--- config.mk ---
export PLATFORM = sky130hd
export DESIGN_NAME = multibyte_add_ctrl
export DESIGN_NICKNAME = d
export VERILOG_FILES = /design/src/rtl/multibyte_add_ctrl.sv
export SDC_FILE = /design/constraint.sdc
export NUM_CORES = 1
export LEC_CHECK = 0
export ABC_AREA = 1
export BUFFER_PORTS_ARGS = -buffer_cell sky130_fd_sc_hd__buf_2
export CAP_MARGIN = 20
export CORE_MARGIN = 1
export CORE_UTILIZATION = 23
export CTS_CLUSTER_DIAMETER = 30
export CTS_CLUSTER_SIZE = 8
export DETAILED_ROUTE_END_ITERATION = 8
export GPL_ROUTABILITY_DRIVEN = 0
export GPL_TIMING_DRIVEN = 0
export PLACE_DENSITY = 0.44
export SYNTH_ARGS = -nofsm -noshare
export SYNTH_HDL_FRONTEND = slang
export SYNTH_SLANG_ARGS = --single-unit
--- constraint.sdc ---
create_clock -name clk -period 4.01 [get_ports clk]
set_clock_uncertainty 0.2 [all_clocks]
set_input_delay 0.401 -clock clk [delete_from_list [all_inputs] [get_ports clk]]
set_output_delay 0.401 -clock clk [all_outputs]
set_load 0.1 [all_outputs]
--- src/rtl/multibyte_add_ctrl.sv ---
// Wide adder sequencer: streams byte pairs through an external 8-bit ripple adder,
// LSB first, chaining the carry through a register and presenting the assembled sum.
module multibyte_add_ctrl #(
  parameter  int NUM_BYTES = 4,
  localparam int IDX_W     = (NUM_BYTES > 1) ? $clog2(NUM_BYTES) : 1
) (
  input  logic                   clk,
  input  logic                   rst_n,
  input  logic                   start_valid,
  output logic                   start_ready,
  input  logic [8*NUM_BYTES-1:0] op_a,
  input  logic [8*NUM_BYTES-1:0] op_b,
  input  logic                   cin_in,
  output logic [7:0]             adder_a,
  output logic [7:0]             adder_b,
  output logic                   adder_cin,
  input  logic [7:0]             adder_sum,
  input  logic                   adder_cout,
  output logic                   res_valid,
  input  logic                   res_ready,
  output logic [8*NUM_BYTES-1:0] result,
  output logic                   res_cout,
  output logic                   overflow,
  output logic [1:0]             dbg_state
);

  localparam int W = 8 * NUM_BYTES;

  localparam logic [1:0] ST_IDLE = 2'd0;
  localparam logic [1:0] ST_RUN  = 2'd1;
  localparam logic [1:0] ST_DONE = 2'd2;

  localparam logic [IDX_W-1:0] LAST_IDX = IDX_W'(NUM_BYTES - 1);

  // Handshakes: a transfer happens on a rising edge where valid and ready are both 1;
  // the producer holds valid and data stable until that edge.

  logic [1:0]       state;
  logic [W-1:0]     op_a_reg;
  logic [W-1:0]     op_b_reg;
  logic             carry_reg;
  logic [IDX_W-1:0] idx;

  always_ff @(posedge clk or negedge rst_n) begin
    if (!rst_n) begin
      state     <= ST_IDLE;
      op_a_reg  <= '0;
      op_b_reg  <= '0;
      carry_reg <= 1'b0;
      idx       <= '0;
      result    <= '0;
      res_cout  <= 1'b0;
      overflow  <= 1'b0;
    end else begin
      case (state)
        ST_IDLE: begin
          if (start_valid) begin
            op_a_reg  <= op_a;
            op_b_reg  <= op_b;
            carry_reg <= cin_in;
            idx       <= '0;
            result    <= '0;
            state     <= ST_RUN;
          end
        end
        ST_RUN: begin
          result[8*idx +: 8] <= adder_sum;
          carry_reg          <= adder_cout;
          idx                <= idx + 1'b1;
          if (idx == LAST_IDX) begin
            // Signed overflow: operands agree in sign but the top sum byte does not.
            res_cout <= adder_cout;
            overflow <= (op_a_reg[W-1] == op_b_reg[W-1]) && (adder_sum[7] != op_a_reg[W-1]);
            state    <= ST_DONE;
          end
        end
        ST_DONE: begin
          if (res_ready) begin
            state <= ST_IDLE;
          end
        end
        default: state <= ST_IDLE;
      endcase
    end
  end

  always_comb begin
    start_ready = (state == ST_IDLE);
    res_valid   = (state == ST_DONE);
    dbg_state   = state;
    adder_a     = 8'h00;
    adder_b     = 8'h00;
    adder_cin   = 1'b0;
    if (state == ST_RUN) begin
      adder_a   = op_a_reg[8*idx +: 8];
      adder_b   = op_b_reg[8*idx +: 8];
      adder_cin = carry_reg;
    end
  end

endmodule
==> results of run 1 <==
layout make-up:
type,instances,area share [%]
Inverter,82,5.014
Clock inverter,7,1.712
Clock buffer,9,3.669
Tap cell,270,5.503
Timing Repair Buffer,135,11.64
Sequential cell,103,41.99
Multi-Input combinational cell,377,28.09
Buffer,31,2.385
cells by family (layout without fill, tap and decap cells):
logic type / after synthesis / after routing
compound gates: 102 / 102
fa+ha+maj: 6 / 6
buf+inv: 113 / 264
flops: 103 / 103
simple gates: 269 / 269
repair_timing:
item                      CTS  global route
hold buffers                2             0
setup buffers               0             0
hold endpoints to repair   44             0
layer usage:
layer  part of all wire [%]  GRT usage (%)  vias to the layer above
met5                   0.14              0                        -
met4                    1.0          4.000                        4
met3                    6.4          4.765                       13
met2                     45          23.73                      118
met1                     47          20.97                     2036
li1                       -              -                     2169
layout by cell type (no fill, tap or decap):
cell,synthesis,final
buf_2,15,146
dfrtp_1,103,103
nand2_1,101,101
nand3_1,87,87
a21oi_1,80,80
inv_1,77,77
nor2_1,77,77
o21ai_1,19,19
clkbuf_1,10,10
clkbuf_16,0,9
ha_1,6,6
inv_2,4,4
buf_1,4,4
nor2_2,2,2
buf_6,1,2
bufinv_16,0,2
clkinv_4,0,2
dlygate4sd3_1,0,2
clkinv_1,1,1
nand2_2,1,1
o21bai_1,1,1
nor2_4,1,1
buf_4,1,1
o21ai_0,1,1
o31ai_1,1,1
inv_8,0,1
clkinvlp_4,0,1
inv_6,0,1
buf_16,0,1
final timing paths:
check | from | endpoint | slack [ns] | cells after the start
max | idx[1] | adder_a[1] | 0.94 | 5
min | adder_sum[6] | result[6] | 0.08 | 3
max reg2reg | idx[1] | result[23] | 1.27 | 8
min reg2reg | res_cout | res_cout | 0.28 | 2
max in group asynchronous | rst_n | result[21] | 2.61 | 3
min in group asynchronous | rst_n | op_b_reg[26] | 0.34 | 2
worst max-delay path: stages (launching register included):
cell and delay [ns]:
dfrtp_1 0.43, buf_2 0.25, clkbuf_1 0.50, nand3_1 0.24, a21oi_1 0.23, buf_2 0.46
metrics by stage:
step	utilization [%]	setup WS, ns	std cells
6_report	30.34	0.9393	1014
5_1_grt	30.34	0.7403	1014
4_1_cts	30.34	0.8780	1014
3_5_place_dp	28.61	1.287	996
3_3_place_gp	28.44	0.9732	995
2_1_floorplan	-	0.4315	593
==> results_dict.tcl, run 1 <==
set metrics [dict create \
    synth.most_common_cell "dfrtp_1" \
    synthAdderAreaFrac_pct 1.579 \
    cts_inserted_buffers 9 \
    seq_area_frac_synth_pct 54.20 \
    syn_avg_cell_area_sq_um 8.020 \
    synth_top_area_share_pct 54.20 \
    grt_usage_pct 15.44 \
    ioPinCount 133 \
    ctsLongestPathBuffers 2 \
    setup_tns_ns 0 \
    holdWs_ns 0.07867 \
    clkSlewWorstSetupHoldPaths_ns 0.07 \
    tightest_slew_ns 0.7045 \
    post_cts_resized 0 \
    wl_per_cell_microns 15.59 \
    routed_wl_mm 15.81 \
    fp.coreArea_sq_mm 0.02023 \
    clk_latency_ns 0.36 \
    num_antenna_cells 0 \
    relSlewSlack_pct 53.03 \
    die_area_sq_mm 0.02126 \
    synth_cell_types 21 \
    synth_common_cells "dfrtp_1, nand2_1, nand3_1" \
    yosys.area.top_type "dfrtp_1" \
    synth_edf_count 0 \
    muxShareOfSynthArea_pct 0 \
    htree_levels 3 \
    synth-simple-area-share_pct 23.84 \
    fin_crit_sh_pct 76.58 \
    ant_nets 0 \
    report.final.slew_viol_count 0 \
    vias 4340 \
    root_buffer "clkbuf_16" \
    startpoint_type "flip-flop" \
    initial_core_util_pct 23.50 \
    ys_seq_elements 103 \
    critPathKind "flip-flop to output port" \
    port_buffers 132 \
    netlist_instances 593 \
    drv_cap 0 \
    cts_sinks 103 \
    gr-total-overflow 0 \
    endpoint_kind "output port" \
    die_height_microns 145.8 \
    hold_violations 0 \
    status "finished, final reports clean" \
    synth_top_family_by_area "simple AND/OR/NAND/NOR gates" \
    fmax_mhz 325.7 \
    placed_area_sq_mm 0.005788 \
    ys.flop_type "dfrtp_1" \
    synth_nets 677 \
    crit_required_ns 3.41 \
    drive_above_1_share_pct 23.39 \
    critPathArrivalTime_ns 2.47 \
    first_pass_iters 5 \
    synth.area.top_cells "dfrtp_1, nand3_1, a21oi_1" \
    design_area_sq_mm 0.006138 \
    grt_pass1_vias 4322 \
    drc 0 \
    crit_fanout 10 \
    num-nets-final 823 \
    finalSetupViolCount 0 \
    drtIter0Drc 218 \
    dp_hpwl_mm 11.78 \
    fillers 2227 \
    yosys.area_share.xor_xnor_pct 0 \
    die-width_microns 145.8 \
    async_flop_share_pct 100.0 \
    grt_max_degree 61 \
    synth_area_sq_mm 0.004756 \
    areaGrowthSynthToFinish_pct 29.07 \
    period_needed_ns 3.071 \
    grt_pass1_wl_mm 24.76 \
    antenna_found_initial 3 \
    row_count 52 \
    rsz0062_at_grt "false" \
    multi_input_comb_area_sq_mm 0.001724 \
    synth_compound_area_share_pct 10.84 \
    routed_via_density 4.280 \
    cts_tree "built" \
    seqCellArea_sq_mm 0.002577 \
    hold_class "input port to flip-flop" \
    ys_warn_count 0 \
]
Power of run 1 is left out: the tool's default activity adds up to more than one toggle a clock period on the data nets, which glitch-free logic cannot reach.
==> run 2: changes to the inputs <==
--- a/config.mk
+++ b/config.mk
@@ -15,7 +15,7 @@
 export DETAILED_ROUTE_END_ITERATION = 8
 export GPL_ROUTABILITY_DRIVEN = 0
 export GPL_TIMING_DRIVEN = 0
-export PLACE_DENSITY = 0.44
+export PLACE_DENSITY = 0.45
 export SYNTH_ARGS = -nofsm -noshare
 export SYNTH_HDL_FRONTEND = slang
 export SYNTH_SLANG_ARGS = --single-unit
==> constraint.sdc (replaced) <==
create_clock -name clk -period 2.5 [get_ports clk]
set_clock_uncertainty 0.2 [all_clocks]
set_input_delay 0.25 -clock clk [delete_from_list [all_inputs] [get_ports clk]]
set_output_delay 0.25 -clock clk [all_outputs]
set_load 0.1 [all_outputs]
==> run 2 against run 1 <==
  * Global-route usage grew 1.0 points
  * Sequential share of layout area down 5.9 points
  * Count of clock-buffer cells in the layout increased by 3
  * Critical path depth did not move
  * First-iteration DRC count is 39% lower
  * Setup slack got worse by 0.83 ns
  * Largest cell class unchanged
==> results_dict.tcl, run 2 (synthesis gave the netlist of run 1 again) <==
set metrics [dict create \
    cts_inserted_buffers 9 \
    htree_levels 3 \
    hold_violations 0 \
    drc 0 \
    grt_max_degree 55 \
    row_count 52 \
    clkSlewWorstSetupHoldPaths_ns 0.07 \
    wl_per_cell_microns 15.41 \
    fin_crit_sh_pct 95.83 \
    areaGrowthSynthToFinish_pct 50.20 \
    num-nets-final 897 \
    clk_latency_ns 0.35 \
    first_pass_iters 4 \
    num_antenna_cells 0 \
    gr-total-overflow 0 \
    slowest_stage "dfrtp_1" \
    rrSetupSlack_ns 0.17 \
    finalSetupViolCount 0 \
    hold_class "input port to flip-flop" \
    status "finished, final reports clean" \
    cp_common_cell "buf_2" \
    r2r-start "idx[1]" \
    port_buffers 132 \
    dp_slack_ns -0.2098 \
    ioPinCount 133 \
    hold_depth 3 \
    routed_via_density 4.231 \
    relSlewSlack_pct 62.53 \
    drtIter0Drc 133 \
    drive_above_1_share_pct 25.18 \
    vias 4603 \
    startpoint_type "flip-flop" \
    critPathKind "flip-flop to output port" \
    antenna_found_initial 0 \
    tightest_slew_ns 0.5621 \
    fillers 2126 \
    grt_pass1_vias 4880 \
    die_area_sq_mm 0.02126 \
    crit_required_ns 2.05 \
    min_to "result[23]" \
    r2r-end "result[11]" \
    ctsLongestPathBuffers 2 \
    rr_worst_depth 6 \
    ant_nets 0 \
    cts_tree "built" \
    endpoint_kind "output port" \
    crit_fanout 10 \
    finalWorstSetupSlack_ns 0.1044 \
    dp_hpwl_mm 11.72 \
    critPathArrivalTime_ns 1.95 \
    initial_core_util_pct 23.50 \
    cts_sinks 103 \
    routed_wl_mm 16.77 \
    period_needed_ns 2.396 \
    holdWs_ns 0.009968 \
    root_buffer "clkbuf_16" \
    drv_cap 0 \
    die-width_microns 145.8 \
    die_height_microns 145.8 \
    worstHoldStart "adder_sum[7]" \
    fmax_mhz 417.4 \
    final_cell_mix "buf_2, nand2_1, dfrtp_1" \
    grt_pass1_wl_mm 26.85 \
    setup_tns_ns 0 \
    final_common_cell "buf_2" \
    grt_usage_pct 16.45 \
    cp_cell_sequence "buf_2, buf_2, nand3_1, a21oi_4, buf_6" \
    rsz0062_at_grt "false" \
    report.final.slew_viol_count 0 \
    fp.coreArea_sq_mm 0.02023 \
    cpPeakStageDelay_ns 0.42 \
]
## run 2: cell count changes in the layout (fill, tap and decap cells not counted), moves of 7 or more
cell,before,now
a21oi_2,0,7
a21oi_1,80,64
buf_6,2,16
clkbuf_1,10,3
buf_2,146,128
dlygate4sd3_1,2,74
a21oi_4,0,9
## run 2: timing repair
item                       CTS  global route
setup buffers                0             2
hold endpoints to repair   123             0
cloned                       0             0
setup endpoints to repair   49            36
resized for setup           43            10
hold buffers                74             0
## run 2: metrics by stage
stage / cell area [sq um] / utilization, % / cells
after detailed placement: 5934 / 29.33 / 996
after global placement: 5901 / 29.16 / 995
final: 7143 / 35.30 / 1088
after global routing: 7143 / 35.30 / 1088
after floorplan: 4902 / - / 593
after CTS: 7102 / 35.10 / 1086
## run 2: layout make-up
class                      instances  area (sq um)  area share, %
clock buffer                      12         256.5          3.591
clock inverter                     4         53.80         0.7532
tap                              270         337.8          4.729
sequential                       103          2580          36.12
multi-input combinational        377          1872          26.20
timing repair buffer             209          1562          21.86
buffer                            31         172.7          2.417
inverter                          82         309.0          4.326
## run 2: worst max-delay path: cells and delay by family, from the launching register on
kind                   cells  cell delay (ns)
buffers and inverters      3             0.78
AND/OR/NAND/NOR            1             0.20
AO/OA/AOI/OAI              1             0.17
flip-flops                 1             0.42
## run 2: routing by layer
metal	track usage [%]	part of all wire, %	vias up
li1	-	-	2313
met1	22.09	48	2170
met2	26.44	46	103
met3	3.354	4.5	17
met4	5.263	1.6	0
met5	0	0	-
## run 2: worst max-delay path by stage
stage                      start            to  slack, ns  depth (start not counted)
floorplan           dbg_state[0]    adder_a[7]       0.02                          3
global placement           rst_n  dbg_state[1]      -0.62                          1
detailed placement        idx[0]     result[4]      -0.21                          7
CTS                       idx[0]    adder_a[0]     0.0003                          7
global route              idx[1]    result[23]      0.005                          8
finish                    idx[1]    adder_a[1]       0.10                          5
Power of run 2 is left out for the same reason.
==> run 3: changes to the inputs <==
--- a/config.mk
+++ b/config.mk
@@ -8,6 +8,8 @@
 export ABC_AREA = 1
 export BUFFER_PORTS_ARGS = -buffer_cell sky130_fd_sc_hd__buf_2
 export CAP_MARGIN = 20
+export CELL_PAD_IN_SITES_DETAIL_PLACEMENT = 1
+export CELL_PAD_IN_SITES_GLOBAL_PLACEMENT = 2
 export CORE_MARGIN = 1
 export CORE_UTILIZATION = 23
 export CTS_CLUSTER_DIAMETER = 30
@@ -15,7 +17,7 @@
 export DETAILED_ROUTE_END_ITERATION = 8
 export GPL_ROUTABILITY_DRIVEN = 0
 export GPL_TIMING_DRIVEN = 0
-export PLACE_DENSITY = 0.45
+export PLACE_DENSITY = 0.69
 export SYNTH_ARGS = -nofsm -noshare
 export SYNTH_HDL_FRONTEND = slang
 export SYNTH_SLANG_ARGS = --single-unit
==> run 3 against run 2 <==
  * Hold slack about the same
  * Maximum frequency down 1.3%
  * Core utilization up 0.087 points
  * Setup slack worse by 0.030 ns
  * Final area up 0.25%
  * First-iteration DRC count up 29%
  * Global-route usage up 0.82 points
  * Final cell count down 0.28%
  * Sequential cell count unchanged
  * Routed wire length up 4.8%
  * Largest cell class unchanged
  * Highest routed layer unchanged
==> results_dict.tcl, run 3 (synthesis gave the netlist of run 1 again) <==
set metrics [dict create \
    status "finished, final reports clean" \
    worstHoldStart "start_valid" \
    hold_violations 0 \
    die_height_microns 145.8 \
    fin_util_pct 35.39 \
    met3_length_microns 804 \
    cts_sinks 103 \
    drc 0 \
    drv_cap 0 \
    ctsLongestPathBuffers 2 \
    fin_crit_sh_pct 97.04 \
    fp.coreArea_sq_mm 0.02023 \
    cpPeakStageDelay_ns 0.40 \
    dp_hpwl_mm 12.84 \
    port_buffers 132 \
    initial_core_util_pct 23.50 \
    tightest_slew_ns 0.7342 \
    startpoint_type "flip-flop" \
    clk_latency_ns 0.35 \
    routed_via_density 4.398 \
    report.final.slew_viol_count 0 \
    drtIter0Drc 172 \
    ioPinCount 133 \
    critPathKind "flip-flop to output port" \
    areaGrowthSynthToFinish_pct 50.57 \
    fmax_mhz 412.2 \
    grt_pass1_wl_mm 28.32 \
    relSlewSlack_pct 51.05 \
    worst_path_dominant_cell_family "buffers and inverters" \
    first_pass_iters 4 \
    cts_inserted_buffers 9 \
    crit_fanout 12 \
    root_buffer "clkbuf_16" \
    num-nets-final 894 \
    routed_wl_mm 17.57 \
    endpoint_kind "output port" \
    die-width_microns 145.8 \
    cp_common_cell "clkbuf_4" \
    period_needed_ns 2.426 \
    wl_per_cell_microns 16.19 \
    cts_setup_buffers 0 \
    htree_levels 3 \
    route.met2.wl_mm 8.478 \
    vias 4772 \
    finalSetupViolCount 0 \
    final_common_cell "buf_2" \
    crit_start "idx[0]" \
    drive_above_1_share_pct 25.15 \
    design_area_sq_mm 0.007161 \
    die_area_sq_mm 0.02126 \
    antenna_found_initial 0 \
    cts_tree "built" \
    slowest_stage "dfrtp_1" \
    placed_area_sq_mm 0.005931 \
    cp_num_buf_inv 4 \
    rsz0062_at_grt "true" \
    cp_cell_sequence "clkbuf_4, inv_2, clkbuf_4, nand2_1, nand3_1, a21oi_4, buf_8" \
    critPathArrivalTime_ns 1.98 \
    r2r-start "idx[1]" \
    routed.top_layer "met4" \
    wl_met1_mm 8.069 \
    final_cell_mix "buf_2, nand2_1, dfrtp_1" \
    row_count 52 \
    crit_required_ns 2.05 \
    gr-total-overflow 0 \
    ant_nets 0 \
    grt_usage_pct 17.27 \
    grt_pass1_vias 5207 \
    grt_max_degree 54 \
    num_antenna_cells 0 \
    hold_class "input port to flip-flop" \
    clkSlewWorstSetupHoldPaths_ns 0.08 \
]
run 3: area by class of cell:
class / instances / area (sq um)
Multi-Input combinational cell: 377 / 1882
Timing Repair Buffer: 206 / 1540
Clock inverter: 5 / 103.9
Fill cell: 2396 / 13070
Sequential cell: 103 / 2580
Buffer: 31 / 175.2
Clock buffer: 11 / 232.7
Tap cell: 270 / 337.8
Inverter: 82 / 309.0
run 3: repair_timing:
action,in CTS,in global routing
setup endpoints to repair,49,26
gates resized for setup,42,15
endpoints found under the hold margin,122,0
hold buffers,73,0
run 3: worst register-to-register path: cells and delay by family, from the launching register on:
kind | cells | cell delay [ns]
adder cells (fa/ha/maj) | 1 | 0.38
flip-flops | 1 | 0.42
AO/OA/AOI/OAI | 1 | 0.13
AND/OR/NAND/NOR | 2 | 0.40
buffers and inverters | 4 | 0.70
run 3: routing by layer:
metal	track usage [%]	up-vias
met5	0	-
met4	5.368	0
met3	3.135	17
met2	28.97	111
met1	22.48	2335
li1	-	2309
run 3: path summary, 6_finish.rpt:
kind                                 to  slack, ns  cells after the start
max                          adder_a[2]       0.07                      7
max in group asynchronous  dbg_state[1]       1.04                      3
min in group asynchronous   op_a_reg[9]       0.31                      2
max reg2reg                  result[23]       0.19                      8
min reg2reg                    overflow       0.28                      2
min                           carry_reg       0.01                      3
run 3: metrics by stage:
stage	std cells	hold slack, ns	setup WS (ns)	TNS, ns
5_1_grt	1085	0.03006	-0.02530	-0.07301
4_1_cts	1085	0.002812	-0.0008558	-0.0008558
3_3_place_gp	995	0.2400	-0.4470	-26.97
3_5_place_dp	996	0.1560	-0.2203	-3.742
6_report	1085	0.009955	0.07395	0
2_1_floorplan	593	-0.2456	0.02462	0
Power of run 3 is left out for the same reason.
